[src/rtl/display_scanner_pkg.sv]
// rtl/display_scanner_pkg.sv - shared display constants and one-hot digit decode
package display_scanner_pkg;

    localparam int NUM_POS = 4;
    localparam int NIB_W   = 4;
    localparam int POS_W   = 2;

    typedef logic [POS_W-1:0] pos_t;
    typedef logic [NIB_W-1:0] nib_t;

    // Position index to active-high one-hot digit select
    function automatic logic [NUM_POS-1:0] onehot(input pos_t p);
        logic [NUM_POS-1:0] r;
        r    = '0;
        r[p] = 1'b1;
        return r;
    endfunction

endpackage

[src/rtl/display_scanner_dwell_counter.sv]
// rtl/display_scanner_dwell_counter.sv - per-digit dwell counter with terminal-count strobe
module dwell_counter #(
    parameter int DWELL = 50000,
    parameter int CNT_W = $clog2(DWELL)
) (
    input  logic             clk,
    input  logic             reset,
    input  logic             clr,
    input  logic             inc,
    output logic [CNT_W-1:0] cnt,
    output logic             tc
);

    localparam logic [CNT_W-1:0] LAST = CNT_W'(DWELL - 1);

    logic [CNT_W-1:0] cnt_q;
    logic [CNT_W-1:0] cnt_d;

    assign cnt = cnt_q;
    assign tc  = (cnt_q == LAST);

    // Next count: clear wins, otherwise count up and wrap at the last dwell cycle
    always_comb begin
        cnt_d = cnt_q;
        if (clr) begin
            cnt_d = '0;
        end else if (inc) begin
            cnt_d = tc ? '0 : cnt_q + 1'b1;
        end
    end

    // Counter register with synchronous reset
    always_ff @(posedge clk) begin
        if (reset) begin
            cnt_q <= '0;
        end else begin
            cnt_q <= cnt_d;
        end
    end

endmodule

[src/rtl/display_scanner.sv]
// rtl/display_scanner.sv - four-digit multiplexed display scanner with blanking and frame snapshot
module display_scanner
    import display_scanner_pkg::*;
#(
    parameter int DWELL = 50000,
    parameter int GAP   = 2
) (
    input  logic                 clk,
    input  logic                 reset,
    input  logic                 enable,
    input  logic                 lz_en,
    input  logic [15:0]          data,
    output logic [NUM_POS-1:0]   indicador,
    output logic [NIB_W-1:0]     valor,
    output logic                 frame_tick
);

    localparam int CNT_W = $clog2(DWELL);

    logic        run_q, run_d;
    pos_t        pos_q, pos_d;
    logic [15:0] data_q, data_d;
    logic        lz_q, lz_d;

    logic [CNT_W-1:0] cnt;
    logic             tc;
    logic             past_gap;
    logic             blank;
    logic             step;

    // Counter only advances while enabled and already running; dropping enable restarts it
    assign step = enable && run_q;

    dwell_counter #(
        .DWELL (DWELL),
        .CNT_W (CNT_W)
    ) u_dwell (
        .clk   (clk),
        .reset (reset),
        .clr   (!enable),
        .inc   (step),
        .cnt   (cnt),
        .tc    (tc)
    );

    // Anti-ghosting window at the start of each dwell; absent entirely when GAP is 0
    if (GAP == 0) begin : g_nogap
        assign past_gap = 1'b1;
    end else begin : g_gap
        localparam logic [CNT_W-1:0] GAP_C = CNT_W'(GAP);
        assign past_gap = (cnt >= GAP_C);
    end

    // Next position, snapshot and run flag; snapshot refreshes only while halted or at frame wrap
    always_comb begin
        run_d  = enable;
        lz_d   = lz_en;
        pos_d  = pos_q;
        data_d = data_q;
        if (!enable) begin
            pos_d  = '0;
            data_d = data;
        end else if (run_q && tc) begin
            pos_d = pos_q + 1'b1;
            if (pos_q == pos_t'(NUM_POS - 1)) begin
                data_d = data;
            end
        end
    end

    // Leading-zero blank: this digit and every higher one are zero; digit 0 always shown
    always_comb begin
        blank = 1'b0;
        if (lz_q && (pos_q != '0)) begin
            blank = 1'b1;
            for (int i = 1; i < NUM_POS; i++) begin
                if ((i >= int'(pos_q)) && (data_q[i*NIB_W +: NIB_W] != '0)) begin
                    blank = 1'b0;
                end
            end
        end
    end

    // Scanner state registers; lz_en is registered so outputs depend on state only
    always_ff @(posedge clk) begin
        if (reset) begin
            run_q  <= 1'b0;
            pos_q  <= '0;
            data_q <= '0;
            lz_q   <= 1'b0;
        end else begin
            run_q  <= run_d;
            pos_q  <= pos_d;
            data_q <= data_d;
            lz_q   <= lz_d;
        end
    end

    assign indicador  = (run_q && past_gap && !blank) ? onehot(pos_q) : '0;
    assign valor      = data_q[{pos_q, 2'b00} +: NIB_W];
    assign frame_tick = run_q && (pos_q == pos_t'(NUM_POS - 1)) && tc;

endmodule

[config.mk]
export PLATFORM = sky130hd
export DESIGN_NAME = display_scanner
export DESIGN_NICKNAME = d
export VERILOG_FILES = /design/src/rtl/display_scanner_pkg.sv /design/src/rtl/display_scanner_dwell_counter.sv /design/src/rtl/display_scanner.sv
export SDC_FILE = /design/constraint.sdc
export NUM_CORES = 1
export LEC_CHECK = 0
export BUFFER_PORTS_ARGS = -buffer_cell sky130_fd_sc_hd__buf_2
export CORE_UTILIZATION = 60
export CTS_CLUSTER_SIZE = 10
export DETAILED_ROUTE_END_ITERATION = 6
export PLACE_DENSITY = 0.91
export SETUP_SLACK_MARGIN = 0.02
export SYNTH_ARGS = -nofsm -noshare
export SYNTH_HDL_FRONTEND = slang
export SYNTH_SLANG_ARGS = --single-unit
export TNS_END_PERCENT = 5
[constraint.sdc]
create_clock -name clk -period 7 [get_ports clk]
set_input_delay 1.05 -clock clk [delete_from_list [all_inputs] [get_ports clk]]
set_output_delay 1.05 -clock clk [all_outputs]
set_load 0.05 [all_outputs]
## Word level (Yosys, flattened, before mapping)

Index checks and enable logic that the tools add are counted.

- Output and inout bits: 9
- Bits of input ports: 20
- Register bits: 36
- Logic and storage cells: 46

- Multiplexer cells: 11
- Bitwise logic cells: 1
- Order comparisons: 5
- Equal/unequal tests: 4
- Add/sub/neg operators: 2
- Reduce and logical (&&, ||, !) cells: 17
- Shift operators: 1

Operators with widths:

| operator | number |
|---|---|
| $mux W16 | 4 |
| $add A16 B1 Y16 const B | 1 |
| $eq A16 B16 Y1 const B | 1 |
| $ge A16 B2 Y1 const B | 1 |
| $shiftx A16 B5 Y4 | 1 |
| $reduce_bool A4 Y1 | 3 |
| $logic_and A1 B1 Y1 | 10 |
| $mux W1 | 5 |
| $mux W4 | 1 |
| $ne A2 B1 Y1 const B | 2 |
| $lt A2 B3 Y1 const B | 1 |
| $add A2 B1 Y2 const B | 1 |
| $demux W1 S2 | 1 |
| $eq A2 B2 Y1 const B | 1 |
| $ge A1 B2 Y1 const A | 1 |
| $ge A2 B1 Y1 const B | 1 |
| $ge A2 B2 Y1 const A | 1 |
| $reduce_and A2 Y1 | 1 |
| $reduce_bool A2 Y1 | 1 |
| $reduce_or A2 Y1 | 1 |
| $logic_not A1 Y1 | 1 |
| $not A1 Y1 | 1 |

## Depth between registers and ports, before layout

Gate-level depths: netlist (run 1).

- Depth after elaboration: 9
- Gate-level depth with buffers: 8

## Hierarchy

From an unflattened synthesis (run 1), not the netlist that was laid out.

- Cell total of the unflattened synthesis: 206
- Area total of the unflattened synthesis: 1818.0 um2

By module, submodules not included:

| module | area an instance (um2) | instances | sequential area each (um2) | cells an instance |
|---|---|---|---|---|
| display_scanner | 1043.5 | 1 | 400.4 | 120 |
| dwell_counter | 774.5 | 1 | 320.3 | 86 |

## Worst setup path after synthesis (run 1)

Ideal clock, no wire load.

- Kind: reg-to-output
- From: reg pos_q[1]
- To: out indicador[0]
- Buffers on the path: 1
- Stages on the path, launching flop included: 8
- Setup slack: 3.783 ns
- Arrival: 2.167 ns
- Path through: dfxtp_1 clkbuf_1 inv_1 ha_1 nor2b_1 o2111ai_1 o22ai_1 nor3_1

- Word-level cells in the longest chain between the ends: 9
- Elaborated cells on any way between the ends: 18

Ends and longest elaborated chain:

| what | RTL line | source |
|---|---|---|
| start, declared | display_scanner.sv:21 | `pos_t pos_q, pos_d;` |
| start signal, assigned | display_scanner.sv:93 | `pos_q <= pos_d;` |
| $ge A1 B2 Y1 | display_scanner.sv:77 | `if ((i >= int'(pos_q)) && (data_q[i*NIB_W +: NIB_W] != '0)) begin` |
| $logic_and A1 B1 Y1 | display_scanner.sv:77 |  |
| $mux W1 (3 in a row) | display_scanner.sv:77 |  |
| $mux W1 | display_scanner.sv:74 | `if (lz_q && (pos_q != '0)) begin` |
| $logic_not A1 Y1 | display_scanner.sv:99 | `assign indicador = (run_q && past_gap && !blank) ? onehot(pos_q) : '0;` |
| $logic_and A1 B1 Y1 | display_scanner.sv:99 |  |
| $mux W4 * | display_scanner.sv:99 |  |
| end, declared | display_scanner.sv:13 | `output logic [NUM_POS-1:0] indicador,` |

Mark *: on every way between the ends. The rest lies on a longest branch, timed or not.

## Final worst setup path (run 1)

- From: reg run_q
- To: out frame_tick

- Word-level cells in the longest chain between the ends: 2

Ends and longest elaborated chain:

| what | RTL line | source |
|---|---|---|
| start, declared | display_scanner.sv:20 | `logic run_q, run_d;` |
| start signal, assigned | display_scanner.sv:92 | `run_q <= run_d;` |
| $logic_and A1 B1 Y1 (2 in a row) | display_scanner.sv:101 | `assign frame_tick = run_q && (pos_q == pos_t'(NUM_POS - 1)) && tc;` |
| end, declared | display_scanner.sv:15 | `output logic frame_tick` |

No other way between the ends.

==> results.py, run 1 <==
metrics = {
    "place": {
        "dpl.hpwl_um": 3430,
        "port_buffers": 28,
        "placed_cells": 324,
        "dpl_cell_area_um2": 2340,
        "place_congestion": 0.876,
    },
    "sta": {
        "relSlewSlack_pct": 23.7,
        "setup_viol": 0,
        "setup-tns-final_ns": 0,
        "whs_ns": 0.520,
        "worst_slew_pin_slew_ns": 1.14,
        "period_needed_ns": 3.35,
        "finalCritPeriodShare_pct": 47.8,
        "timing.fmax_mhz": 299,
        "fin_skew_ns": 0.00757,
        "final_max_slew_viol_count": 0,
        "grt_setup_unrepaired": "false",
        "finalHoldViolCount": 0,
    },
    "yosys": {
        "yosysWarnings": 0,
        "yosysUniqueCellTypes": 34,
        "yosysSeqAreaShare_pct": 31.9,
        "syn-num-nets": 300,
        "synthSimpleGateAreaFrac_pct": 45.3,
        "ys_seq_elements": 36,
        "synth-compound-area-share_pct": 2.05,
        "synthCells": 273,
        "syn-cell-area_um2": 2260,
        "synth.mux.area_fraction_pct": 4.43,
        "synth_top_family_by_area": "simple AND/OR/NAND/NOR gates",
        "synth-xor-area-share_pct": 5.43,
        "syn-mean-instance-area_um2": 8.28,
        "synth_fa_ha_area_share_pct": 3.88,
    },
    "clock_tree": {
        "clk_root_buffer_cell": "clkbuf_8",
        "clockBufferDepth": 2,
        "htreeDepth": 2,
        "cts_tree": "built",
        "clkLatencyLatePin_ns": 0.28,
        "path_clk_slew_ns": 0.07,
        "hold_buffers": 0,
        "cts_resized": 0,
        "cts-buffers-inserted": 5,
        "postCtsSetupBuffers": 0,
        "clock-sinks": 36,
    },
    "detailed_routing": {
        "drc": 0,
        "drt_iter0_markers": 255,
        "final_antenna_net_count": 0,
        "drt_first_pass_iters": 5,
        "wirelength_um": 5090,
        "vias_per_cell": 6.39,
        "wl_per_cell_um": 15.4,
        "via_count": 2115,
    },
    "power": {
        "clkPwrFrac_pct": 33.4,
        "cellPowerDensity_nw_per_um2": 170,
        "sw_frac_of_total_pct": 26.6,
        "switchingPower_w": 0.000110,
        "power_frac_seq_pct": 54.0,
        "ir_drop_v": 0.000134,
        "totalPowerFinal_w": 0.000413,
        "p_int_w": 0.000303,
        "leakage_nw": 0.858,
        "combPwrFrac_pct": 12.6,
    },
    "floorplanning": {
        "coreArea_um2": 3470,
        "dieArea_um2": 4020,
        "die_x_um": 63.4,
        "row_count": 21,
        "start_util_pct": 65.2,
        "ioPinCount": 29,
        "die_y_um": 63.4,
    },
    "final_layout": {
        "areaGrowthSynthToFinish_pct": 7.20,
        "diodes": 0,
        "drive_gt1_share_pct": 15.1,
        "fin_nets": 312,
        "nFillCells": 282,
        "final_common_cell": "dfxtp_1",
        "fin_area_um2": 2420,
        "layout_common_cells": "dfxtp_1, nor3b_1, buf_2",
        "final_cells": 331,
    },
    "setup_path": {
        "cp_top_family": "simple AND/OR/NAND/NOR gates",
        "worstPathArrival_ns": 2.30,
        "end_kind": "primary output",
        "crit_type": "reg2out",
        "critPathRequiredTime_ns": 5.95,
        "crit_chain": "or4b_2 -> nor4_1 -> and2_1 -> buf_2",
        "cpMaxStageDelayCell": "or4b_2",
        "cp_num_buf_inv": 1,
        "slowest_delay_ns": 0.61,
        "start_kind": "register",
        "path_max_fanout": 9,
    },
    "global_routing": {
        "grt_start_max_net_pins": 67,
        "grt_pass1_vias": 1891,
        "grt_use_total_pct": 27.4,
        "grt_pass1_wl_um": 8720,
        "antenna_found_initial": 0,
        "overflow": 0,
    },
    "hold_path": {
        "hp-class": "reg2reg",
    },
    "status": {
        "status": "completed",
    },
    "flow_run": {
        "cap_violations": 0,
    },
}
[path summary, 6_finish.rpt]
check	start	cells after the start	endpoint	slack, ns
worst max-delay path	run_q	4	frame_tick	3.65
worst min-delay path	u_dwell.cnt[0]	2	u_dwell.cnt[0]	0.52
worst max register to register	u_dwell.cnt[10]	4	u_dwell.cnt[11]	4.28
worst min register to register	u_dwell.cnt[0]	2	u_dwell.cnt[0]	0.52
[power groups by stage]
stage	Combinational, W	Clock, W	Sequential, W
after floorplan	0.0000401	0	0.000223
after global placement	0.0000498	0	0.000227
final	0.0000521	0.000138	0.000223
after detailed placement	0.0000515	0	0.000227
after global routing	0.0000574	0.000147	0.000224
after CTS	0.0000517	0.000139	0.000223
[flip-flops by register name, summed over array words and instances (netlist names)]
signal       flops
lz_q             1
pos_q            2
data_q          16
run_q            1
u_dwell.cnt     16
[cell families after synthesis]
group,count (synthesis)
XOR/XNOR,14
adder cells (fa/ha/maj),7
buffers and inverters,35
flip-flops,36
AND/OR/NAND/NOR,169
multiplexers,5
AO/OA/AOI/OAI,7
[metal layers]
| layer | vias up | track usage, % | wire [um] |
|---|---|---|---|
| met5 | - | 0 | 0 |
| met4 | 0 | 11.6 | 111 |
| met3 | 14 | 4.17 | 295 |
| met2 | 97 | 42.8 | 2440 |
| met1 | 980 | 37.2 | 2240 |
| li1 | 1024 | - | - |
[tightest hold or removal path, delay by kind of cell, from the launching register on]
kind	cells	cell delay, ns
flops	1	0.34
compound gates	1	0.06
simple gates	1	0.07
[synthesized netlist by cell type]
cell type,number,area (um^2)
a21oi_1,2,10.0
a22oi_1,1,7.51
a31o_2,1,8.76
and2_1,1,6.26
and4_1,1,8.76
buf_1,2,7.51
buf_2,3,15.0
buf_6,3,33.8
clkbuf_1,15,56.3
dfxtp_1,36,721
ha_1,7,87.6
inv_1,12,45.0
mux2i_1,1,10.0
mux4_2,4,90.1
nand2_1,22,82.6
nand2b_1,1,6.26
nand3_1,6,30.0
nand4_1,10,62.6
nor2_1,22,82.6
nor2b_1,2,12.5
nor3_1,25,125
nor3b_1,32,240
nor4_1,10,62.6
nor4b_1,16,140
o2111ai_1,1,8.76
o21ai_1,1,5.00
o22ai_1,1,6.26
or2_2,1,6.26
or3_1,1,6.26
or4_1,16,120
or4_4,2,22.5
or4b_2,1,10.0
xnor2_1,11,96.3
xor2_1,3,26.3
[through the flow]
stage	util (%)	setup slack, ns
final	69.8	3.65
after detailed placement	67.6	3.94
after global routing	69.8	3.52
after global placement	67.6	3.98
after floorplan	-	3.78
after CTS	69.8	3.66
[cell type report]
| class | instances | area (um^2) | area share, % |
|---|---|---|---|
| multi-input cells | 202 | 1380 | 57.0 |
| inverters | 12 | 45.0 | 1.86 |
| well taps | 46 | 57.6 | 2.38 |
| flip-flops and latches | 36 | 721 | 29.8 |
| clock buffers | 6 | 72.6 | 3.00 |
| clock inverters | 1 | 5.00 | 0.207 |
| repair buffers | 28 | 140 | 5.79 |
(Power assumes the default switching activity.)
==> run 2: changes to the inputs <==
- CORE_UTILIZATION: 60 -> 58
- PLACE_DENSITY: 0.91 -> 0.89
- clock period: 7 -> 3.23 ns (I/O delays scaled with it)
==> run 2 against run 1 <==
Net effect:
- clock skew down 0.0024 ns
- clock power rose to 2.5 times the previous value
- sequential share of layout area down 0.71 points
- utilization down 2.6 points
- first-iteration DRC count down 2.7%
- wire length up 0.29%
- sequential power up 120%
- total power up 130%
- combinational power up 120%
- die area up 3.3%
==> results.py, run 2 (synthesis results as in run 1) <==
metrics = {
    "clock_tree": {
        "hold_buffers": 0,
        "path_clk_slew_ns": 0.07,
        "cts_resized": 0,
        "htreeDepth": 2,
        "cts-buffers-inserted": 5,
        "clockBufferDepth": 2,
        "clk_root_buffer_cell": "clkbuf_8",
        "postCtsSetupBuffers": 0,
        "cts_tree": "built",
        "clkLatencyLatePin_ns": 0.29,
        "clock-sinks": 36,
    },
    "setup_path": {
        "start_kind": "register",
        "cp_top_family": "simple AND/OR/NAND/NOR gates",
        "cpMaxStageDelayCell": "or4b_2",
        "path_max_fanout": 9,
        "crit_type": "reg2out",
        "cp_num_buf_inv": 1,
        "end_kind": "primary output",
        "crit_chain": "or4b_2 -> nor4_1 -> and2_1 -> buf_2",
        "critPathRequiredTime_ns": 2.75,
        "worstPathArrival_ns": 2.50,
        "startpoint": "run_q",
        "r2r_start": "u_dwell.cnt[11]",
        "slowest_delay_ns": 0.63,
    },
    "flow_run": {
        "cap_violations": 0,
    },
    "hold_path": {
        "hp-class": "in2reg",
        "hold_start": "lz_en",
    },
    "final_layout": {
        "register_area_um2": 721,
        "nFillCells": 306,
        "areaGrowthSynthToFinish_pct": 9.80,
        "diodes": 0,
        "fin_util_pct": 67.3,
        "fin_nets": 317,
        "drive_gt1_share_pct": 16.9,
        "final_common_cell": "dfxtp_1",
        "layout_common_cells": "dfxtp_1, nor3b_1, buf_2",
        "multi_input_area_um2": 1380,
    },
    "place": {
        "dpl.hpwl_um": 3490,
        "port_buffers": 28,
        "place_congestion": 0.869,
    },
    "detailed_routing": {
        "wirelength_um": 5100,
        "drt_iter0_markers": 248,
        "drc": 0,
        "via_count": 2140,
        "final_antenna_net_count": 0,
        "drt_first_pass_iters": 5,
        "vias_per_cell": 6.33,
        "wl_per_cell_um": 15.1,
    },
    "sta": {
        "worst_slew_pin_slew_ns": 0.718,
        "period_needed_ns": 2.98,
        "timing.fmax_mhz": 335,
        "finalCritPeriodShare_pct": 92.4,
        "setup_viol": 0,
        "relSlewSlack_pct": 51.7,
        "grt_setup_unrepaired": "false",
        "finalHoldViolCount": 0,
        "fin_skew_ns": 0.00515,
        "setup-tns-final_ns": 0,
        "final_max_slew_viol_count": 0,
    },
    "status": {
        "status": "completed",
    },
    "power": {
        "ir_drop_v": 0.000279,
        "leakage_nw": 0.891,
        "cellPowerDensity_nw_per_um2": 381,
    },
    "floorplanning": {
        "die_y_um": 64.4,
        "start_util_pct": 61.3,
        "dieArea_um2": 4150,
        "die_x_um": 64.4,
        "row_count": 22,
        "coreArea_um2": 3690,
        "ioPinCount": 29,
    },
    "global_routing": {
        "grt_start_max_net_pins": 43,
        "overflow": 0,
        "antenna_found_initial": 0,
        "grt_pass1_vias": 1835,
        "grt_use_total_pct": 26.1,
        "grt_pass1_wl_um": 8370,
    },
}
==> run 2: cell type report <==
cell class | instances | share of cell area, %
Clock buffer | 7 | 3.88
Inverter | 12 | 1.82
Multi-Input combinational cell | 202 | 55.7
Tap cell | 48 | 2.42
Timing Repair Buffer | 33 | 7.16
Sequential cell | 36 | 29.0
==> run 2: metal layers <==
layer	global-route usage [%]	up-vias	wire length (um)
li1	-	1032	-
met1	32.3	1020	2170
met2	43.6	74	2540
met3	5.28	14	274
met4	11.7	0	121
met5	0	-	0
==> run 2: worst paths after layout <==
kind,end,slack [ns],cells after the start
worst max-delay path,frame_tick,0.25,4
worst min-delay path,lz_q,0.40,2
worst max register to register,data_q[5],0.72,4
worst min register to register,u_dwell.cnt[0],0.52,2
==> run 2: report_power, final <==
group	total (W)	leakage [nW]	internal, W	switching [W]
Clock	0.000345	0.0503	0.000190	0.000155
Combinational	0.000117	0.546	0.0000481	0.0000688
Sequential	0.000483	0.295	0.000465	0.0000182
Total	0.000945	0.891	0.000703	0.000242
==> run 2: stage by stage <==
step | hold WS [ns] | area, um^2 | power, W | setup slack (ns) | instances
3_5_place_dp | 0.501 | 2380 | 0.000608 | 0.578 | 331
3_3_place_gp | 0.480 | 2380 | 0.000603 | 0.630 | 331
6_report | 0.403 | 2480 | 0.000945 | 0.247 | 338
5_1_grt | 0.402 | 2480 | 0.000983 | 0.202 | 338
4_1_cts | 0.404 | 2480 | 0.000945 | 0.264 | 338
2_1_floorplan | 0.467 | 2260 | 0.000571 | 0.579 | 273
==> run 3: changes to the inputs <==
- clock period: 3.23 -> 2.81 ns (I/O delays scaled with it)
==> run 3 against run 2 <==
Net effect:
- sequential share of layout area rose by 0.16 points
- via count shrank 2.2%
- sequential power is 15% higher
- die area unchanged
- register-to-register slack got worse by 0.39 ns
- critical path depth up 1
- worst hold slack lost 0.040 ns
- critical path type unchanged
- critical endpoint unchanged
==> results.py, run 3 (synthesis results as in run 1) <==
metrics = {
    "setup_path": {
        "start_kind": "register",
        "crit_type": "reg2out",
        "cpMaxStageDelayCell": "or4b_2",
        "path_max_fanout": 9,
        "worstPathArrival_ns": 2.26,
        "slowest_delay_ns": 0.62,
        "cp_top_family": "simple AND/OR/NAND/NOR gates",
        "r2r_start": "u_dwell.cnt[11]",
        "r2r_slack_ns": 0.33,
        "cp_num_buf_inv": 2,
        "crit_chain": "or4b_2 -> nor4_1 -> buf_4 -> and2_1 -> buf_2",
        "reg2regPathDepth": 4,
        "end_kind": "primary output",
        "r2r_end": "data_q[3]",
        "critPathRequiredTime_ns": 2.39,
    },
    "sta": {
        "worst_slew_pin_slew_ns": 0.681,
        "setup-tns-final_ns": 0,
        "period_needed_ns": 2.68,
        "worst_slack_ns": 0.127,
        "setup_viol": 0,
        "fin_skew_ns": 0.00615,
        "finalCritPeriodShare_pct": 95.5,
        "relSlewSlack_pct": 54.6,
        "whs_ns": 0.363,
        "finalHoldViolCount": 0,
        "grt_setup_unrepaired": "false",
        "timing.fmax_mhz": 373,
        "final_max_slew_viol_count": 0,
    },
    "floorplanning": {
        "dieArea_um2": 4150,
        "die_y_um": 64.4,
        "die_x_um": 64.4,
        "ioPinCount": 29,
        "row_count": 22,
        "start_util_pct": 61.3,
        "coreArea_um2": 3690,
    },
    "final_layout": {
        "final_common_cell": "dfxtp_1",
        "diodes": 0,
        "layout_common_cells": "dfxtp_1, nor3b_1, buf_2",
        "drive_gt1_share_pct": 16.3,
        "areaGrowthSynthToFinish_pct": 9.19,
        "fin_area_um2": 2470,
        "fin_nets": 316,
    },
    "detailed_routing": {
        "drc": 0,
        "final_antenna_net_count": 0,
        "wirelength_um": 5110,
        "drt_iter0_markers": 149,
        "via_count": 2093,
        "wl_per_cell_um": 15.2,
        "drt_first_pass_iters": 4,
        "vias_per_cell": 6.21,
    },
    "power": {
        "ir_drop_v": 0.000276,
        "sw_frac_of_total_pct": 27.4,
        "p_int_w": 0.000759,
        "cellPowerDensity_nw_per_um2": 423,
        "totalPowerFinal_w": 0.00104,
        "combPwrFrac_pct": 12.7,
        "switchingPower_w": 0.000286,
        "power_frac_seq_pct": 53.2,
        "clkPwrFrac_pct": 34.0,
        "leakage_nw": 0.883,
    },
    "place": {
        "port_buffers": 28,
        "dp_slack_ns": 0.357,
        "place_congestion": 0.900,
        "dpl.hpwl_um": 3410,
        "dpl_cell_area_um2": 2390,
    },
    "clock_tree": {
        "cts_tree": "built",
        "clockBufferDepth": 2,
        "clk_root_buffer_cell": "clkbuf_8",
        "hold_buffers": 0,
        "cts_resized": 0,
        "clock-sinks": 36,
        "cts-buffers-inserted": 5,
        "postCtsSetupBuffers": 0,
        "path_clk_slew_ns": 0.07,
        "clkLatencyLatePin_ns": 0.29,
        "htreeDepth": 2,
    },
    "global_routing": {
        "grt_pass1_vias": 1848,
        "grt_pass1_wl_um": 8480,
        "overflow": 0,
        "grt_use_total_pct": 26.3,
        "antenna_found_initial": 0,
        "grt_start_max_net_pins": 67,
    },
    "hold_path": {
        "holdPathEnd": "lz_q",
        "hold_start": "lz_en",
        "whs_path_depth": 2,
        "hp-class": "in2reg",
    },
    "flow_run": {
        "cap_violations": 0,
    },
    "status": {
        "status": "completed",
    },
}
==> run 3: changes by cell type in the layout (fill, tap and decap cells not counted), sizes merged <==
cell,before,now
clkinv,0,1
clkbuf,7,6
buf,33,32
==> run 3: worst max-delay path by stage <==
stage / slack [ns] / to / cells after the start / from
2_1_floorplan: 0.22 / indicador[0] / 7 / pos_q[1]
3_3_place_gp: 0.39 / data_q[13] / 4 / u_dwell.cnt[11]
3_5_place_dp: 0.36 / data_q[8] / 4 / u_dwell.cnt[11]
4_1_cts: 0.12 / frame_tick / 5 / run_q
5_1_grt: 0.03 / frame_tick / 5 / run_q
6_report: 0.13 / frame_tick / 5 / run_q
==> run 3: power by group through the flow <==
stage               Sequential [W]  Combinational, W  Clock, W
finish                    0.000556          0.000133  0.000356
global route              0.000558          0.000144  0.000386
CTS                       0.000555          0.000132  0.000358
detailed placement        0.000566          0.000132         0
global placement          0.000565          0.000128         0
floorplan                 0.000557         0.0000999         0
==> run 3: final cells by class <==
class                           instances  area (um^2)
Multi-Input combinational cell        202         1380
Inverter                               12         45.0
Tap cell                               48         60.1
Timing Repair Buffer                   32          183
Clock buffer                            6         72.6
Clock inverter                          1         5.00
Sequential cell                        36          721
Fill cell                             327         1220
==> run 3: per-stage QoR <==
| stage | util [%] | cells |
|---|---|---|
| 2_1_floorplan | - | 273 |
| 3_3_place_gp | 64.8 | 330 |
| 3_5_place_dp | 64.8 | 330 |
| 4_1_cts | 66.9 | 337 |
| 5_1_grt | 66.9 | 337 |
| 6_report | 66.9 | 337 |
==> run 3: layer usage <==
metal  routed length, um  vias up  GRT usage (%)  part of all wire (%)
met2                2560       55           41.8                    50
met3                 223        6           4.93                   4.4
li1                    -     1027              -                     -
met4                  61        0           12.2                   1.2
met1                2270     1005           34.3                    44
met5                   0        -              0                     0
